### config.mk
export PLATFORM = sky130hd
export DESIGN_NAME = ar_arb21
export DESIGN_NICKNAME = d
export VERILOG_FILES = /design/src/rtl/ar_arb21.sv
export SDC_FILE = /design/constraint.sdc
export NUM_CORES = 1
export LEC_CHECK = 0
export CAP_MARGIN = 20
export CORE_UTILIZATION = 43
export CTS_BUF_LIST = sky130_fd_sc_hd__clkbuf_2
export DETAILED_ROUTE_END_ITERATION = 7
export PLACE_DENSITY = 0.81
export RECOVER_POWER = 25
export SKIP_LAST_GASP = 1
export SYNTH_ARGS = -nofsm -noshare
export SYNTH_HDL_FRONTEND = slang
export SYNTH_SLANG_ARGS = --single-unit
### constraint.sdc
create_clock -name clk -period 2.7 [get_ports clk]
set_clock_uncertainty 0.15 [all_clocks]
set_input_delay 0.81 -clock clk [delete_from_list [all_inputs] [get_ports clk]]
set_output_delay 0.81 -clock clk [all_outputs]
set_load 0.02 [all_outputs]
### src/rtl/ar_arb21.sv
// rtl/ar_arb21.sv - two-requester round-robin burst arbiter driving a 2:1 output mux
//
// Purpose:
//   Shares one valid/ready output channel between requester 0 and requester 1.
//   A grant lasts for a whole burst. It is released early when the burst's last
//   beat fires. It is also released after MAX_BURST beats, so neither side can
//   starve the other. A grant is also released when the owner drops its request.
//
// Ports:
//   clk        rising-edge clock
//   rst        synchronous active-high reset
//   req[1:0]   req[i] high: requester i has a valid beat on din<i>
//   last[1:0]  last[i] high: current beat of requester i ends its burst
//   din0/din1  requester data, W bits each
//   out_ready  downstream accepts the beat this cycle
//   out_valid  beat on dout is valid
//   dout       muxed data (din1 when sel=1, else din0)
//   gnt[1:0]   one-hot grant, 2'b00 when idle
//   sel        mux select, 1 only while requester 1 owns the channel

module ar_arb21 #(
  parameter int W         = 8,
  parameter int MAX_BURST = 4
) (
  input  logic         clk,
  input  logic         rst,
  input  logic [1:0]   req,
  input  logic [1:0]   last,
  input  logic [W-1:0] din0,
  input  logic [W-1:0] din1,
  input  logic         out_ready,
  output logic         out_valid,
  output logic [W-1:0] dout,
  output logic [1:0]   gnt,
  output logic         sel
);

  typedef enum logic [1:0] {
    S_IDLE = 2'd0,
    S_OWN0 = 2'd1,
    S_OWN1 = 2'd2
  } state_t;

  state_t     r_state;
  logic       r_ptr;   // index of the most recent owner; the opposite side wins a tie
  logic [7:0] r_cnt;   // beats already fired within the current grant

  logic w_sel;
  logic w_own_req;
  logic w_oth_req;
  logic w_fire;
  logic w_cnt_max;
  logic w_release;

  // Every output is decoded from the state. out_valid also follows the owner's request.
  assign w_sel     = (r_state == S_OWN1);
  assign w_own_req = req[w_sel];
  assign w_oth_req = req[~w_sel];
  assign sel       = w_sel;
  assign gnt       = (r_state == S_OWN0) ? 2'b01 :
                     (r_state == S_OWN1) ? 2'b10 : 2'b00;
  assign dout      = w_sel ? din1 : din0;
  assign out_valid = (r_state != S_IDLE) & w_own_req;
  assign w_fire    = out_valid & out_ready;
  assign w_cnt_max = (r_cnt == 8'(MAX_BURST - 1));

  // When the owner abandons, its request is low. out_valid is then low, so no
  // beat fires. The abandon term is kept separate from the fire terms.
  assign w_release = (w_fire & (last[w_sel] | w_cnt_max)) | ~w_own_req;

  always_ff @(posedge clk) begin
    if (rst) begin
      r_state <= S_IDLE;
      r_ptr   <= 1'b1;
      r_cnt   <= 8'd0;
    end else begin
      case (r_state)
        S_IDLE: begin
          r_cnt <= 8'd0;
          case (req)
            2'b01:   r_state <= S_OWN0;
            2'b10:   r_state <= S_OWN1;
            2'b11:   r_state <= r_ptr ? S_OWN0 : S_OWN1;
            default: r_state <= S_IDLE;
          endcase
        end
        S_OWN0, S_OWN1: begin
          if (w_release) begin
            r_ptr <= w_sel;
            r_cnt <= 8'd0;
            // The other side is served first. The owner is re-granted only if
            // nobody else waits. w_own_req is low whenever the release was an abandon.
            if (w_oth_req)
              r_state <= w_sel ? S_OWN0 : S_OWN1;
            else if (w_own_req)
              r_state <= r_state;
            else
              r_state <= S_IDLE;
          end else if (w_fire) begin
            r_cnt <= r_cnt + 8'd1;
          end
        end
        default: begin
          r_state <= S_IDLE;
          r_cnt   <= 8'd0;
        end
      endcase
    end
  end

endmodule

==> metrics, run 1 <==
outcome complete, no violations; power per unit of standard cell area around 430 mW/mm2; endpoint arrival time on the critical path about 1.7 ns; row count 15; syn_area_per_cell 9.49 um2; post-synthesis cell type count 34; Layout Utilization 70.0%; most common flop cell mapped by yosys sky130_fd_sc_hd__dfxtp_1; final hold violation count 0; total die area between 0.002 and 0.0025 mm2; wire length of the first global-routing pass between 3000 and 4000 um; fraction of registers with async set/reset 0%; type of the tightest min-delay check reg2reg; depth of the worst register-to-register path 8; final setup slack of the worst path 0.0211 ns; sum of internal, switching and leakage power approximately 0.53 mW; residual antenna-violating net count after detailed routing 0; fillcell total approximately 150; net count after synthesis 114; Hold Crit Start r_cnt[7]; Iteration-0 DRC Markers 9; vias a little over 800; RSZ-0062 raised after global routing false; placeable core area between 0.0015 and 0.002 mm2; number of enable-type register cells in the synthesized netlist 0; CTS max path bufs 2; average wire length per cell after detail routing 13.7 um; critical-path maximum fanout 1; hold buffer count at CTS 0; post-synthesis instance total between 80 and 90; highest routed layer met4; number of global-route vias before repair around 800; cell chosen for the clock root sky130_fd_sc_hd__clkbuf_2; fraction of post-synthesis cell area in the top cell type by area 27.0%; metal3 WL around 90 um; metal1 wirelength between 800 and 900 um; leading cell types by total area after synthesis sky130_fd_sc_hd__dfxtp_1 27%, sky130_fd_sc_hd__mux2_2 12%, sky130_fd_sc_hd__ha_1 7.7%; number of antenna violations at the first check in global routing 0; number of max-slew violations in the final report 0; CTS tree yes; worst setup slack before clock tree synthesis -0.396 ns; Initial Utilization a little under half; clock buffers created by TritonCTS 3; share of post-route cells with drive strength above 1 ~28%; # DRC 0; #FFs+latches synth 11; VDD IR max around 0.0003 V; final cycle utilization of the critical path between 90 and 100%; Final Wtd Congestion 0.823; remaining max-slew budget at the tightest pin 72.3%; total wirelength of the detailed-routed design ~2100 um; Period minus WS final about 2.7 ns; overall routing resource usage approximately 23%; detail-routed via count per cell 5.31; source-to-sink clock delay at the later pin of the worst-skew pair between 0.2 and 0.3 ns; Reg2Reg Capture Point r_state[0]; leading cell type in the layout, fill and taps excluded sky130_fd_sc_hd__clkdlybuf4s50_1; sequential area share after synthesis 27.0%; Slew @ Worst Pin ~0.41 ns; Maximum Capacitance Violations 0; worst reg2reg setup slack about 0.61 ns; Synth-to-Final Area Change 49.7%; die extent in y 45.6 um; boundary pin count 35; count of synthesis-stage warnings from yosys 0; required time of the critical path ~1.7 ns; Ant. Diodes 0; DP Wirelength about 1700 um; clock transition at the registers of the reported paths around 0.11 ns; routed wl met2 ~1100 um; endpoint of the worst hold-timing path r_cnt[7]; deepest level of the CTS H-tree 1; Reg2Reg Launch Point r_state[0]; worst hold path cell count 2; largest net degree at the start of global routing 11; input/output buffers 34; Final nets between 150 and 200; Detailed Routing Iterations Pass 1 4; maximum clock frequency 0.373 GHz; total congestion overflow 0; die extent in x ~46 um; leading area contributor after synthesis sky130_fd_sc_hd__dfxtp_1; CP Class in2out; worst-case hold slack around 0.39 ns; sort of element at the end of the critical path output port; final count of negative-setup-slack endpoints 0; clock sink count 11; Leakage slightly below 0.5 nW; cell area after synthesis 816 um2; Critical Path Source Type input pin; most used cells in the layout excluding fill and tap cells 23 x sky130_fd_sc_hd__clkdlybuf4s50_1, 11 x sky130_fd_sc_hd__dfxtp_1, 10 x sky130_fd_sc_hd__nor2_1
==> layout make-up <==
class	instances	area (um2)	area share [%]
Clock buffer	4	20.0	1.64
Inverter	4	15.0	1.23
Multi-Input combinational cell	68	569	46.6
Sequential cell	11	220	18.0
Tap cell	25	31.3	2.56
Timing Repair Buffer	42	365	29.9
==> worst max path at each step <==
stage	from	endpoint	slack, ns	cells after the start
floorplan	r_state[0]	dout[0]	0.09	5
global placement	req[1]	out_valid	-0.39	4
detailed placement	req[1]	out_valid	-0.40	4
CTS	req[0]	out_valid	-0.08	4
global route	din0[4]	dout[4]	0.002	3
finish	din0[4]	dout[4]	0.02	3
==> layer usage <==
| layer | track usage, % | vias to the layer above |
|---|---|---|
| met2 | 43.4 | 17 |
| met3 | 6.35 | 6 |
| met4 | 7.27 | 0 |
| met5 | 0 | - |
| li1 | - | 404 |
| met1 | 23.5 | 390 |
==> worst max-delay path: stages <==
cell and delay (ns):
sky130_fd_sc_hd__clkdlybuf4s50_1 0.40, sky130_fd_sc_hd__mux2_2 0.26, sky130_fd_sc_hd__clkdlybuf4s15_2 0.26
==> metrics by stage <==
stage / instances / instance area [um2] / TNS [ns]
2_1_floorplan: 86 / 816 / 0
3_3_place_gp: 150 / 1230 / -2.44
3_5_place_dp: 150 / 1230 / -2.55
4_1_cts: 154 / 1270 / -0.0769
5_1_grt: 154 / 1220 / 0
6_report: 154 / 1220 / 0
==> cells in the mapped netlist (2+ instances only) <==
library cell,number
sky130_fd_sc_hd__o211ai_1,3
sky130_fd_sc_hd__nand3_1,3
sky130_fd_sc_hd__o41ai_1,2
sky130_fd_sc_hd__xor2_1,4
sky130_fd_sc_hd__nor3_1,2
sky130_fd_sc_hd__nand3b_1,2
sky130_fd_sc_hd__ha_1,5
sky130_fd_sc_hd__mux2i_1,3
sky130_fd_sc_hd__nand2b_1,2
sky130_fd_sc_hd__mux2_2,9
sky130_fd_sc_hd__xnor2_1,3
sky130_fd_sc_hd__nor2_1,10
sky130_fd_sc_hd__nor3b_1,2
sky130_fd_sc_hd__nand2_1,2
sky130_fd_sc_hd__dfxtp_1,11
sky130_fd_sc_hd__or3_1,2
sky130_fd_sc_hd__inv_1,4
==> report_power, final <==
| group | internal, mW | switching, mW | total [mW] |
|---|---|---|---|
| logic | 0.133 | 0.121 | 0.254 |
| clock network | 0.0393 | 0.0573 | 0.0966 |
| registers | 0.170 | 0.00611 | 0.176 |
| total | 0.342 | 0.184 | 0.526 |
==> state kept, by name, indices dropped and copies added (netlist names) <==
name,count
r_cnt,8
r_state,2
r_ptr,1
==> repair_timing <==
item | CTS | global route
setup buffers | 0 | 0
gates resized for setup | 30 | 8
gates cloned | 0 | 0
endpoints found under the hold margin | 0 | 0
endpoints found under the setup margin | 11 | 8
==> cell families (layout without fill, tap and decap cells) <==
| family | Yosys count | count (layout) | synth area share (%) |
|---|---|---|---|
| DFF | 11 | 11 | 27.0 |
| xor gates and xnor gates | 7 | 7 | 7.52 |
| adders and majority gates | 5 | 5 | 7.67 |
| and+or+nand+nor | 32 | 32 | 23.0 |
| AOI/OAI and AO/OA | 12 | 12 | 14.9 |
| muxes | 12 | 12 | 16.1 |
| buffers and inverters | 7 | 50 | 3.83 |
No activity file was read; power rests on OpenSTA's default activity.
==> run 2, diff against run 1 <==
--- a/config.mk
+++ b/config.mk
@@ -6,10 +6,10 @@
 export NUM_CORES = 1
 export LEC_CHECK = 0
 export CAP_MARGIN = 20
-export CORE_UTILIZATION = 43
+export CORE_UTILIZATION = 46
 export CTS_BUF_LIST = sky130_fd_sc_hd__clkbuf_2
 export DETAILED_ROUTE_END_ITERATION = 7
-export PLACE_DENSITY = 0.81
+export PLACE_DENSITY = 0.86
 export RECOVER_POWER = 25
 export SKIP_LAST_GASP = 1
 export SYNTH_ARGS = -nofsm -noshare
==> constraint.sdc (replaced) <==
create_clock -name clk -period 3.2 [get_ports clk]
set_clock_uncertainty 0.15 [all_clocks]
set_input_delay 0.96 -clock clk [delete_from_list [all_inputs] [get_ports clk]]
set_output_delay 0.96 -clock clk [all_outputs]
set_load 0.02 [all_outputs]
==> run 2 against run 1 <==
  * The run now ends with DRC left
  * Critical endpoint is now out_valid
  * Final area shrank 3.4%
  * Wire length shrank 1.5%
  * Utilization grew 4.9 points
  * Critical path type unchanged
  * Worst setup slack gained 0.10 ns
  * First-iteration DRC count grew 33%
  * Largest power group unchanged
  * Non-clock buffer count shrank 4
  * Sequential cell count is the same
  * Register-to-register slack gained 0.09 ns
  * Count of clock-buffer cells in the layout is the same
  * Combinational power shrank 23%
  * Sequential power shrank 16%
==> metrics, run 2 (same netlist as run 1, synthesis figures left out) <==
outcome complete, but fails checks; violated checks DRC; deepest level of the CTS H-tree 1; wire length of the first global-routing pass about 3200 um; source-to-sink clock delay at the later pin of the worst-skew pair ~0.27 ns; average wire length per cell after detail routing between 10 and 15 um; total wirelength of the detailed-routed design a little over 2000 um; endpoint arrival time on the critical path between 1.5 and 2 ns; Synth-to-Final Area Change 44.6%; fillcell total 124; most used cells in the layout excluding fill and tap cells 25 x sky130_fd_sc_hd__clkdlybuf4s50_1, 11 x sky130_fd_sc_hd__dfxtp_1, 10 x sky130_fd_sc_hd__nor2_1; largest net degree at the start of global routing 11; Hold Crit Start r_cnt[7]; Slew @ Worst Pin about 0.63 ns; remaining max-slew budget at the tightest pin about 58%; sort of element at the end of the critical path output port; Period minus WS final between 3 and 4 ns; CTS max path bufs 2; input/output buffers 34; Maximum Capacitance Violations 0; die extent in x approximately 44 um; sum of internal, switching and leakage power roughly 0.43 mW; final hold violation count 0; Reg2Reg Launch Point r_state[0]; Iteration-0 DRC Markers 12; Initial Utilization between 50% and 60%; Detailed Routing Iterations Pass 1 6; Final nets 154; clock buffers created by TritonCTS 3; final cycle utilization of the critical path 96.1%; CTS tree yes; Final Wtd Congestion 0.810; Psw about 0.15 mW; # DRC 4; required time of the critical path 2.09 ns; leading cell type in the layout, fill and taps excluded sky130_fd_sc_hd__clkdlybuf4s50_1; number of global-route vias before repair between 700 and 800; Ant. Diodes 0; Reg2Reg Capture Point r_cnt[1]; internal cell power 0.278 mW; share of total power in sequential cells 34.7%; die extent in y about 44 um; type of the tightest min-delay check reg2reg; total die area around 0.0019 mm2; final count of negative-setup-slack endpoints 0; critical-path maximum fanout 2; row count 14; hold buffer count at CTS 0; residual antenna-violating net count after detailed routing 0; vias between 700 and 800; share of power burned in the clock network roughly a fifth; DP Wirelength approximately 1700 um; top flop regs r_cnt (8), r_state (2), r_ptr (1); Critical Path Source Type input pin; total congestion overflow 0; clock sink count 11; worst hold path cell count 2; number of max-slew violations in the final report 0; depth of the worst register-to-register path 7; share of post-route cells with drive strength above 1 between 10% and 20%; cell chosen for the clock root sky130_fd_sc_hd__clkbuf_2; Layout Utilization approximately 75%; worst reg2reg setup slack ~0.70 ns; overall routing resource usage 23.2%; endpoint of the worst hold-timing path r_cnt[7]; number of flip-flops under the largest register name 8; Leakage roughly 0.46 nW; RSZ-0062 raised after global routing false; number of placed cells counting well taps 137; boundary pin count 35; VDD IR max ~0.00025 V; detail-routed via count per cell between 5 and 6; maximum clock frequency around 0.33 GHz; combinational share of power 45.7%; placeable core area 0.00158 mm2; Largest Register r_cnt; clock transition at the registers of the reported paths ~0.12 ns; final std cells w/o fill around 140; number of antenna violations at the first check in global routing 0; net switching share of the total power 35.1%; power per unit of standard cell area around 360 mW/mm2; CP Class in2out
-- run 2: changes by cell type in the layout (fill, tap and decap cells not counted), sizes merged --
| cell | change |
|---|---|
| clkdlybuf4s50 | +2 |
| clkbuf | -2 |
| buf | -9 |
| clkdlybuf4s15 | -2 |
| dlymetal6s2s | -2 |
| dlygate4sd2 | +9 |
-- run 2: critical path, stage by stage --
cell,delay [ns]
sky130_fd_sc_hd__clkdlybuf4s50_1,0.48
sky130_fd_sc_hd__mux2i_1,0.09
sky130_fd_sc_hd__nor2_1,0.10
sky130_fd_sc_hd__dlygate4sd2_1,0.33
-- run 2: power by group through the flow --
stage	Clock, mW	Sequential, mW	Combinational [mW]
floorplan	0	0.150	0.128
global placement	0	0.151	0.208
detailed placement	0	0.151	0.214
CTS	0.0883	0.148	0.204
global route	0.0968	0.149	0.210
finish	0.0836	0.148	0.196
-- run 2: repair_timing --
item | 4_1_cts | 5_1_grt
gates resized for setup | 9 | 1
buffers inserted | 0 | 0
setup endpoints to repair | 9 | 2
-- run 2: worst max-delay path by stage --
stage,cells past startpoint,start,slack (ns),to
final,4,req[1],0.12,out_valid
after global routing,4,r_state[0],0.06,gnt[1]
after global placement,4,req[1],-0.15,out_valid
after floorplan,5,r_state[0],0.44,dout[0]
after detailed placement,4,req[0],-0.17,out_valid
after CTS,4,r_state[0],0.007,gnt[1]
-- run 2: layer usage --
layer / share of wire [%] / routed length (um) / global-route usage [%]
met2: 51 / 1060 / 42.4
met1: 38 / 796 / 22.4
met3: 7.6 / 158 / 7.35
met4: 2.7 / 55 / 13.9
met5: 0 / 0 / 0
-- run 2: through the flow --
| stage | cell area [um2] | setup slack (ns) | hold WS [ns] | TNS [ns] |
|---|---|---|---|---|
| 2_1_floorplan | 816 | 0.436 | 0.331 | 0 |
| 3_3_place_gp | 1190 | -0.155 | 0.354 | -0.550 |
| 3_5_place_dp | 1190 | -0.175 | 0.365 | -0.728 |
| 4_1_cts | 1200 | 0.00667 | 0.395 | 0 |
| 5_1_grt | 1180 | 0.0613 | 0.431 | 0 |
| 6_report | 1180 | 0.124 | 0.388 | 0 |
-- run 2: layout make-up --
class	instances	area, um2	share of cell area (%)
Multi-Input combinational cell	68	549	46.6
Inverter	4	15.0	1.27
Clock buffer	4	20.0	1.70
Tap cell	16	20.0	1.70
Timing Repair Buffer	38	355	30.1
Sequential cell	11	220	18.7
==> run 3, diff against run 2 <==
--- a/config.mk
+++ b/config.mk
@@ -6,10 +6,10 @@
 export NUM_CORES = 1
 export LEC_CHECK = 0
 export CAP_MARGIN = 20
-export CORE_UTILIZATION = 46
+export CORE_UTILIZATION = 43
 export CTS_BUF_LIST = sky130_fd_sc_hd__clkbuf_2
 export DETAILED_ROUTE_END_ITERATION = 7
-export PLACE_DENSITY = 0.86
+export PLACE_DENSITY = 0.81
 export RECOVER_POWER = 25
 export SKIP_LAST_GASP = 1
 export SYNTH_ARGS = -nofsm -noshare
==> constraint.sdc (replaced) <==
create_clock -name clk -period 3.4 [get_ports clk]
set_clock_uncertainty 0.15 [all_clocks]
set_input_delay 1.02 -clock clk [delete_from_list [all_inputs] [get_ports clk]]
set_output_delay 1.02 -clock clk [all_outputs]
set_load 0.02 [all_outputs]
==> run 3 against run 2 <==
  * Sequential power fell by 6%
  * Power decreased by 5.9%
  * Critical endpoint is now dout[5]
  * Sequential cell count unchanged
  * Die area up 6.7%
  * Wire length is 1.1% lower
  * Register-to-register slack gained 0.02 ns
  * Final area increased by 1.9%
  * The run now ends clean
  * Critical path depth fell by 1
==> metrics, run 3 (same netlist as run 1, synthesis figures left out) <==
combinational share of power between 40% and 50%; clock transition at the registers of the reported paths approximately 0.11 ns; Synth-to-Final Area Change 47.4%; deepest level of the CTS H-tree 1; vias 764; largest net degree at the start of global routing 11; die extent in y between 40 and 50 um; number of placed cells counting well taps 146; Initial Utilization roughly 47%; total die area 0.00208 mm2; final count of negative-setup-slack endpoints 0; number of global-route vias before repair 738; clock buffers created by TritonCTS 3; internal cell power 0.265 mW; source-to-sink clock delay at the later pin of the worst-skew pair between 0.2 and 0.3 ns; VDD IR max 0.000257 V; wire length of the first global-routing pass roughly 3200 um; final hold violation count 0; overall routing resource usage a little over a fifth; final cycle utilization of the critical path between 90% and 100%; most used cells in the layout excluding fill and tap cells 26 x sky130_fd_sc_hd__clkdlybuf4s50_1, 11 x sky130_fd_sc_hd__dfxtp_1, 10 x sky130_fd_sc_hd__nor2_1; cell chosen for the clock root sky130_fd_sc_hd__clkbuf_2; Iteration-0 DRC Markers 17; outcome complete, no violations; Period minus WS final between 3 and 4 ns; sum of internal, switching and leakage power 0.402 mW; top flop regs r_cnt (8), r_state (2), r_ptr (1); Post-CTS Repair Setup Buffers 0; Psw between 0.1 and 0.15 mW; number of max-slew violations in the final report 0; share of total power in sequential cells a little over a third; Ant. Diodes 0; CP Class in2out; share of power burned in the clock network 18.9%; die extent in x roughly 46 um; Slew @ Worst Pin 0.661 ns; Setup TNS Final 0 ns; total congestion overflow 0; Leakage ~0.48 nW; row count 15; Maximum Capacitance Violations 0; endpoint arrival time on the critical path between 2 and 2.5 ns; # DRC 0; clock sink count 11; Detailed Routing Iterations Pass 1 4; maximum clock frequency between 0.2 and 0.3 GHz; power per unit of standard cell area around 330 mW/mm2; worst-case hold slack between 0.3 and 0.4 ns; input/output buffers 34; share of post-route cells with drive strength above 1 roughly 16%; required time of the critical path approximately 2.2 ns; total wirelength of the detailed-routed design between 2000 and 2500 um; residual antenna-violating net count after detailed routing 0; net switching share of the total power 34.2%; Final Wtd Congestion between 0.7 and 0.8; number of flip-flops under the largest register name 8; remaining max-slew budget at the tightest pin 55.9%; sort of element at the end of the critical path output port; DP Wirelength between 1500 and 2000 um; hold buffer count at CTS 0; boundary pin count 35; RSZ-0062 raised after global routing false; CTS max path bufs 2; leading cell type in the layout, fill and taps excluded sky130_fd_sc_hd__clkdlybuf4s50_1; CTS tree yes; critical-path maximum fanout 1; detail-routed via count per cell 5.09; Critical Path Source Type input pin; Final nets ~150; type of the tightest min-delay check reg2reg; average wire length per cell after detail routing approximately 14 um; number of antenna violations at the first check in global routing 0; Largest Register r_cnt; final std cells w/o fill 150; placeable core area about 0.0017 mm2
-- run 3: cell count changes in the layout (fill, tap and decap cells not counted), sizes merged --
cell,delta
clkdlybuf4s50,+1
dlygate4sd2,-5
dlygate4sd3,+1
dlymetal6s2s,+3
-- run 3: layout make-up --
class | count | area, um2
sequential | 11 | 220
fill | 166 | 543
clock buffer | 4 | 20.0
inverter | 4 | 15.0
multi-input combinational | 68 | 547
tap | 25 | 31.3
timing repair buffer | 38 | 369
-- run 3: path summary, 6_finish.rpt --
kind / slack (ns) / start / end / cells after the start
max reg2reg: 0.72 / r_state[0] / r_cnt[7] / 7
max: 0.02 / din1[5] / dout[5] / 3
min reg2reg: 0.39 / r_cnt[5] / r_cnt[5] / 2
min: 0.39 / r_cnt[5] / r_cnt[5] / 2
-- run 3: routing by layer --
metal	vias to the layer above	global-route usage [%]	routed length, um
met4	0	4.24	9
met5	-	0	0
met1	340	24.3	801
met2	25	40.9	1110
met3	2	5.95	125
li1	397	-	-
-- run 3: worst max-delay path, stage by stage --
cell                              delay [ns]
sky130_fd_sc_hd__clkdlybuf4s50_1        0.39
sky130_fd_sc_hd__mux2_2                 0.26
sky130_fd_sc_hd__clkdlybuf4s50_1        0.54
-- run 3: power groups by stage --
| stage | clock network [mW] | registers (mW) | logic, mW |
|---|---|---|---|
| after floorplan | 0 | 0.141 | 0.120 |
| after global placement | 0 | 0.142 | 0.197 |
| after detailed placement | 0 | 0.143 | 0.199 |
| after CTS | 0.0805 | 0.139 | 0.195 |
| after global routing | 0.0854 | 0.140 | 0.201 |
| final | 0.0759 | 0.139 | 0.187 |
-- run 3: repair_timing --
item                                    in CTS  in global routing
endpoints found under the hold margin        0                  0
endpoints found under the setup margin       4                  3
gates resized for setup                      4                  3
-- run 3: through the flow --
step	util (%)	worst slack, ns	instance area (um2)
3_5_place_dp	68.8	-0.107	1200
6_report	68.9	0.0198	1200
3_3_place_gp	68.8	-0.100	1200
2_1_floorplan	-	0.576	816
4_1_cts	69.7	0.00353	1220
5_1_grt	68.9	0.00198	1200
